**src/rtl/seq_multi_adder.sv**
```systemverilog
// seq_multi_adder: handshaked sequential adder summing NOPS W-bit operands into an OUT_W-bit result
//   clk, rst_n        : clock, async active-low reset
//   start             : begin a transaction (IDLE only)
//   x, x_valid/x_ready: operand stream
//   busy              : transaction in progress (ACCUM or DONE)
//   s, ovf, s_valid/s_ready : result, overflow flag and result handshake
module seq_multi_adder #(
  parameter int W     = 5,
  parameter int NOPS  = 4,
  parameter int OUT_W = 6,
  parameter int SAT   = 0
) (
  input  logic             clk,
  input  logic             rst_n,
  input  logic             start,
  input  logic [W-1:0]     x,
  input  logic             x_valid,
  output logic             x_ready,
  output logic             busy,
  output logic [OUT_W-1:0] s,
  output logic             s_valid,
  input  logic             s_ready,
  output logic             ovf
);
  localparam int AW = W + $clog2(NOPS);
  localparam int CW = $clog2(NOPS + 1);
  typedef enum logic [1:0] {IDLE, ACCUM, DONE} state_t;
  state_t         state;
  logic [AW-1:0]  acc;
  logic [CW-1:0]  cnt;
  logic [AW-1:0]  f;
  logic           ovf_n;
  logic [OUT_W-1:0] s_n;
  assign x_ready = state == ACCUM;
  assign busy    = state != IDLE;
  assign s_valid = state == DONE;
  // f is the running sum including the operand offered this cycle; on the last
  // transfer it is the final full-precision sum
  assign f     = acc + AW'(x);
  assign ovf_n = |(f >> OUT_W);
  assign s_n   = (SAT != 0 && ovf_n) ? '1 : f[OUT_W-1:0];
  always_ff @(posedge clk or negedge rst_n)
    if (!rst_n) begin
      state <= IDLE;
      acc   <= '0;
      cnt   <= '0;
      s     <= '0;
      ovf   <= 1'b0;
    end else begin
      unique case (state)
        IDLE: if (start) begin
          acc   <= '0;
          cnt   <= '0;
          state <= ACCUM;
        end
        ACCUM: if (x_valid) begin
          acc <= f;
          cnt <= cnt + 1'b1;
          if (cnt == CW'(NOPS - 1)) begin
            state <= DONE;
            s     <= s_n;
            ovf   <= ovf_n;
          end
        end
        DONE: if (s_ready) state <= IDLE;
        default: state <= IDLE;
      endcase
    end
endmodule

```
**config.mk**
```make
export PLATFORM = sky130hd
export DESIGN_NAME = seq_multi_adder
export DESIGN_NICKNAME = d
export VERILOG_FILES = /design/src/rtl/seq_multi_adder.sv
export SDC_FILE = /design/constraint.sdc
export NUM_CORES = 1
export LEC_CHECK = 0
export CAP_MARGIN = 20
export CORE_MARGIN = 2
export CORE_UTILIZATION = 54
export DETAILED_ROUTE_END_ITERATION = 7
export DONT_BUFFER_PORTS = 1
export PLACE_DENSITY = 0.72
export SLEW_MARGIN = 15
export SYNTH_ARGS = -nofsm -noshare
export SYNTH_HDL_FRONTEND = slang
export SYNTH_SLANG_ARGS = --single-unit
```
**constraint.sdc**
```tcl
create_clock -name clk -period 1.6 [get_ports clk]
set_input_delay 0.48 -clock clk [delete_from_list [all_inputs] [get_ports clk]]
set_output_delay 0.48 -clock clk [all_outputs]
set_load 0.05 [all_outputs]
```
# Word-level counts from Yosys, hierarchy flattened
# Cells that the tools add are included.
# word_totals
ff_bits	19
input_bits	10
out_inout_bits	10
word_cells	31
# op_classes
addsub	2
eq_ne	7
mux	11
reduce_logical	6
# ops
cell	n
7-bit two-way mux	2
7-bit one-hot mux with 2 select lines	1
2-bit two-way mux	4
7-bit by 5-bit adder with 7-bit output	1
3-bit two-way mux	2
2-bit one-hot mux with 3 select lines	1
3-bit one-hot mux with 2 select lines	1
3-bit AND reduction	2
2-bit by 1-bit != test with 1-bit output, second input constant	2
2-bit != test, second input constant	2
4-bit AND reduction	1
2-bit nonzero test	2
3-bit by 1-bit adder with 3-bit output, second input constant	1
3-bit by 2-bit equality test with 1-bit output, second input constant	1
2-bit by 1-bit equality test with 1-bit output, second input constant	1
2-bit equality test, second input constant	1
2-bit zero test	1

# Depth between registers and ports, before layout
# logic_depth
ltp_word	4
mapped_depth	7
depth_no_buf	6

# Worst setup path before layout
# Ideal clock, no wire load.
# synth_path
path_type	input to register
from	input x[0]
to	register s[4]
setup_ns	0.125
t_arrival_ns	1.697
t_required_ns	1.475
slack_ns	-0.222
stages	6
path_buffers	0
path_cell_list	ha_1 fa_1 a21o_1 a21oi_1 xor2_1 o21ai_1
# synth_between
elab_chain_cells	1
# synth_lines
element	line_no	text
start, declared	16	input logic [W-1:0] x,
7-bit by 5-bit adder with 7-bit output	39	assign f = acc + AW'(x);
end signal, assigned	61	s <= s_n;
end, declared	20	output logic [OUT_W-1:0] s,
# No other way between the ends.
# A chain may end at the register's enable or synchronous reset.

# Worst setup path in the final report
# layout_path
from	register state[1]
to	output x_ready
# layout_between
elab_chain_cells	1
# layout_lines
element	line_no	text
start, declared	28	state_t state;
start signal, assigned	44	state <= IDLE;
start signal, assigned	54	state <= ACCUM;
start signal, assigned	60	state <= DONE;
2-bit by 1-bit equality test with 1-bit output	34	assign x_ready = state == ACCUM;
end, declared	18	output logic x_ready,
# No other way between the ends.

==> impl_metrics.tcl <==
set metrics [dict create \
    worstPathBufferInverterCount 0 \
    drt-initial-drc-count 12 \
    critical_path.startpoint_type "flop" \
    power_leakage_uw 0.000586 \
    synth-edff-count 0 \
    dominantRegCellSynth "sky130_fd_sc_hd__dfrtp_1" \
    insertion_delay_ns 0.30 \
    grt_antenna_before_repair 0 \
    status "complete, but fails checks" \
    cts_tree "built" \
    ys_ff_latch 19 \
    finalSetupViolations 5 \
    post_synth_num_cell_types 32 \
    critical-path-top-delay-family "flip-flops" \
    yosysWarningCount 0 \
    synth_async_sr_flop_share_pct 100 \
    overall_die_width_um 47.5 \
    finalMaxSlewViolations 0 \
    yosys.cell_count.top_type "sky130_fd_sc_hd__dfrtp_1" \
    max-slew-margin-rel_pct 45.5 \
    htree_levels 1 \
    irDropWorstVdd_v 0.00113 \
    setup_tns_ns -0.134 \
    avgRoutedWirePerCell_um 14.6 \
    drt_wl_total_um 1900 \
    synth-seq-area-share_pct 46.6 \
    max_cap_violations 0 \
    n_fill_cell 151 \
    power_density_nw_per_um2 2150 \
    layout-drive-gt1-share_pct 27.6 \
    clock_tree.buffer_depth 2 \
    hold-worst-slack_ns 0.266 \
    grt_setup_unrepaired "true" \
    post-synth-top-area-fraction_pct 46.6 \
    worst_setup_hold_path_clk_slew_ns 0.11 \
    drcViolationCount 0 \
    root_buffer "sky130_fd_sc_hd__clkbuf_4" \
    path_max_fanout 6 \
    finalClockSkew_ns 0.00693 \
    ys_top_cells_by_area "sky130_fd_sc_hd__dfrtp_1 47%, sky130_fd_sc_hd__ha_1 8.6%, sky130_fd_sc_hd__o21ai_1 4.4%" \
    antenna_cells 0 \
    weighted_congestion_at_the_end_of_routability_driven_global_placement 0.740 \
    synth.cell_area_um2 1020 \
    worstPathCellList "and2b_4" \
    synth_top_cell_by_area "sky130_fd_sc_hd__dfrtp_1" \
    start_util_pct 58.4 \
    hold_violations 0 \
    critical_path.endpoint_type "primary output" \
    floorplan.rows 15 \
    critical_path.max_stage_delay_ns 0.47 \
    syn_to_final_growth_pct 16.4 \
    violations "setup timing" \
    clock-sinks 19 \
    ys_top_cells_by_count "19 x sky130_fd_sc_hd__dfrtp_1, 10 x sky130_fd_sc_hd__nand2_1, 9 x sky130_fd_sc_hd__o21ai_1, 7 x sky130_fd_sc_hd__ha_1, 4 x sky130_fd_sc_hd__inv_1" \
    detail_route.vias_per_cell 5.65 \
    die-area_um2 2250 \
    worstPathRequired_ns 1.12 \
    mappedNetlistNets 110 \
    fmax_mhz 599 \
    die-height_um 47.5 \
    grt_use_total_pct 20.6 \
    timing.setup.critical_path_class "reg2out" \
    post-route-min-period_ns 1.67 \
    route.antenna.remaining_nets 0 \
    nets 124 \
    finalCritPeriodShare_pct 104 \
    first_global_vias 735 \
    synth_cells 92 \
    detailedRoute.firstPassIterationCount 4 \
    worstHoldPathType "in2reg" \
    multiInputGateArea_um2 532 \
    hpwl_um 1360 \
    cts_buffers 3 \
    post_synth.cell_area_avg_um2 11.1 \
    grt_overflow 0 \
    regArea_um2 477 \
    dr_total_vias 735 \
    crit_slowest_cell "sky130_fd_sc_hd__dfrtp_1" \
    grt_max_degree 20 \
    numPortBuffers 0 \
    grt_pass1_wl_um 3220 \
    pre_cts_slack_ns -0.138 \
    cp_data_arrival_time_ns 1.19 \
    worst_slew_pin_slew_ns 0.815 \
    worst_slack_ns -0.0693 \
    placeableCoreArea_um2 1750 \
    count_of_pins_on_the_block_boundary 20 \
]
-- metal layers --
| metal | track usage, % | wire [um] | vias to the layer above |
|---|---|---|---|
| met3 | 3.77 | 97 | 4 |
| met4 | 10.0 | 41 | 0 |
| met1 | 26.1 | 836 | 362 |
| met5 | 0 | 0 | - |
| met2 | 33.8 | 922 | 18 |
| li1 | - | - | 351 |
-- final timing paths --
| path | slack [ns] | cells past startpoint | endpoint | start |
|---|---|---|---|---|
| max | -0.07 | 1 | x_ready | state[1] |
| min | 0.27 | 1 | state[1] | s_ready |
| max reg2reg | -0.02 | 6 | acc[4] | acc[0] |
| min reg2reg | 0.50 | 1 | cnt[0] | cnt[0] |
| max in group asynchronous | 0.35 | 1 | state[0] | rst_n |
| min in group asynchronous | 0.70 | 1 | state[1] | rst_n |
-- state kept, by name, indices dropped and copies added (netlist names) --
name	cells
s	6
state	2
ovf	1
acc	7
cnt	3
-- stage by stage --
stage	power (uW)	std cells	area, um2	utilization [%]
2_1_floorplan	1990	92	1040	-
3_3_place_gp	2180	122	1110	63.9
3_5_place_dp	2220	122	1110	63.9
4_1_cts	2530	129	1170	67.1
5_1_grt	2740	130	1190	68.0
6_report	2550	130	1190	68.0
-- cell usage in the layout, fill, tap and decap left out, types with 2 or more instances in the layout --
| cell | count |
|---|---|
| sky130_fd_sc_hd__xor2_1 | 3 |
| sky130_fd_sc_hd__o21ai_0 | 2 |
| sky130_fd_sc_hd__buf_4 | 10 |
| sky130_fd_sc_hd__o21ai_1 | 9 |
| sky130_fd_sc_hd__ha_1 | 6 |
| sky130_fd_sc_hd__a21o_1 | 3 |
| sky130_fd_sc_hd__clkbuf_4 | 3 |
| sky130_fd_sc_hd__nor2_1 | 2 |
| sky130_fd_sc_hd__a22o_1 | 3 |
| sky130_fd_sc_hd__mux2_2 | 2 |
| sky130_fd_sc_hd__inv_1 | 3 |
| sky130_fd_sc_hd__dfrtp_1 | 18 |
| sky130_fd_sc_hd__a21oi_1 | 2 |
| sky130_fd_sc_hd__nand2_1 | 10 |
| sky130_fd_sc_hd__nand3_1 | 2 |
| sky130_fd_sc_hd__a211o_1 | 2 |
-- layout make-up --
type	instances	area share, %
well taps	25	2.63
repair buffers	12	8.85
multi-input cells	66	44.8
clock inverters	1	0.421
inverters	4	1.26
flip-flops and latches	19	40.1
clock buffers	3	1.90
-- cells by family (layout without fill, tap and decap cells) --
group	Yosys count	in the layout	synth area share, %
buffers and inverters	7	20	4.78
XOR/XNOR	4	4	3.44
AND/OR/NAND/NOR	24	24	13.3
adder cells (fa/ha/maj)	8	8	10.6
AO/OA/AOI/OAI	26	26	16.7
multiplexers	4	4	4.66
flip-flops	19	19	46.6
-- power breakdown --
part | internal, uW | leakage (uW) | switching [uW]
combinational | 567 | 0.000331 | 629
sequential | 688 | 0.000238 | 424
clock | 93.2 | 0.0000177 | 152
-- repair_timing --
item | in CTS | in global routing
hold buffers | 1 | 0
buffers inserted | 2 | 1
endpoints found under the setup margin | 9 | 13
resized for setup | 3 | 1
pin swaps | 4 | 3
gates cloned | 0 | 0
hold endpoints to repair | 19 | 0
Note: power is estimated with default switching activity, not from simulation.
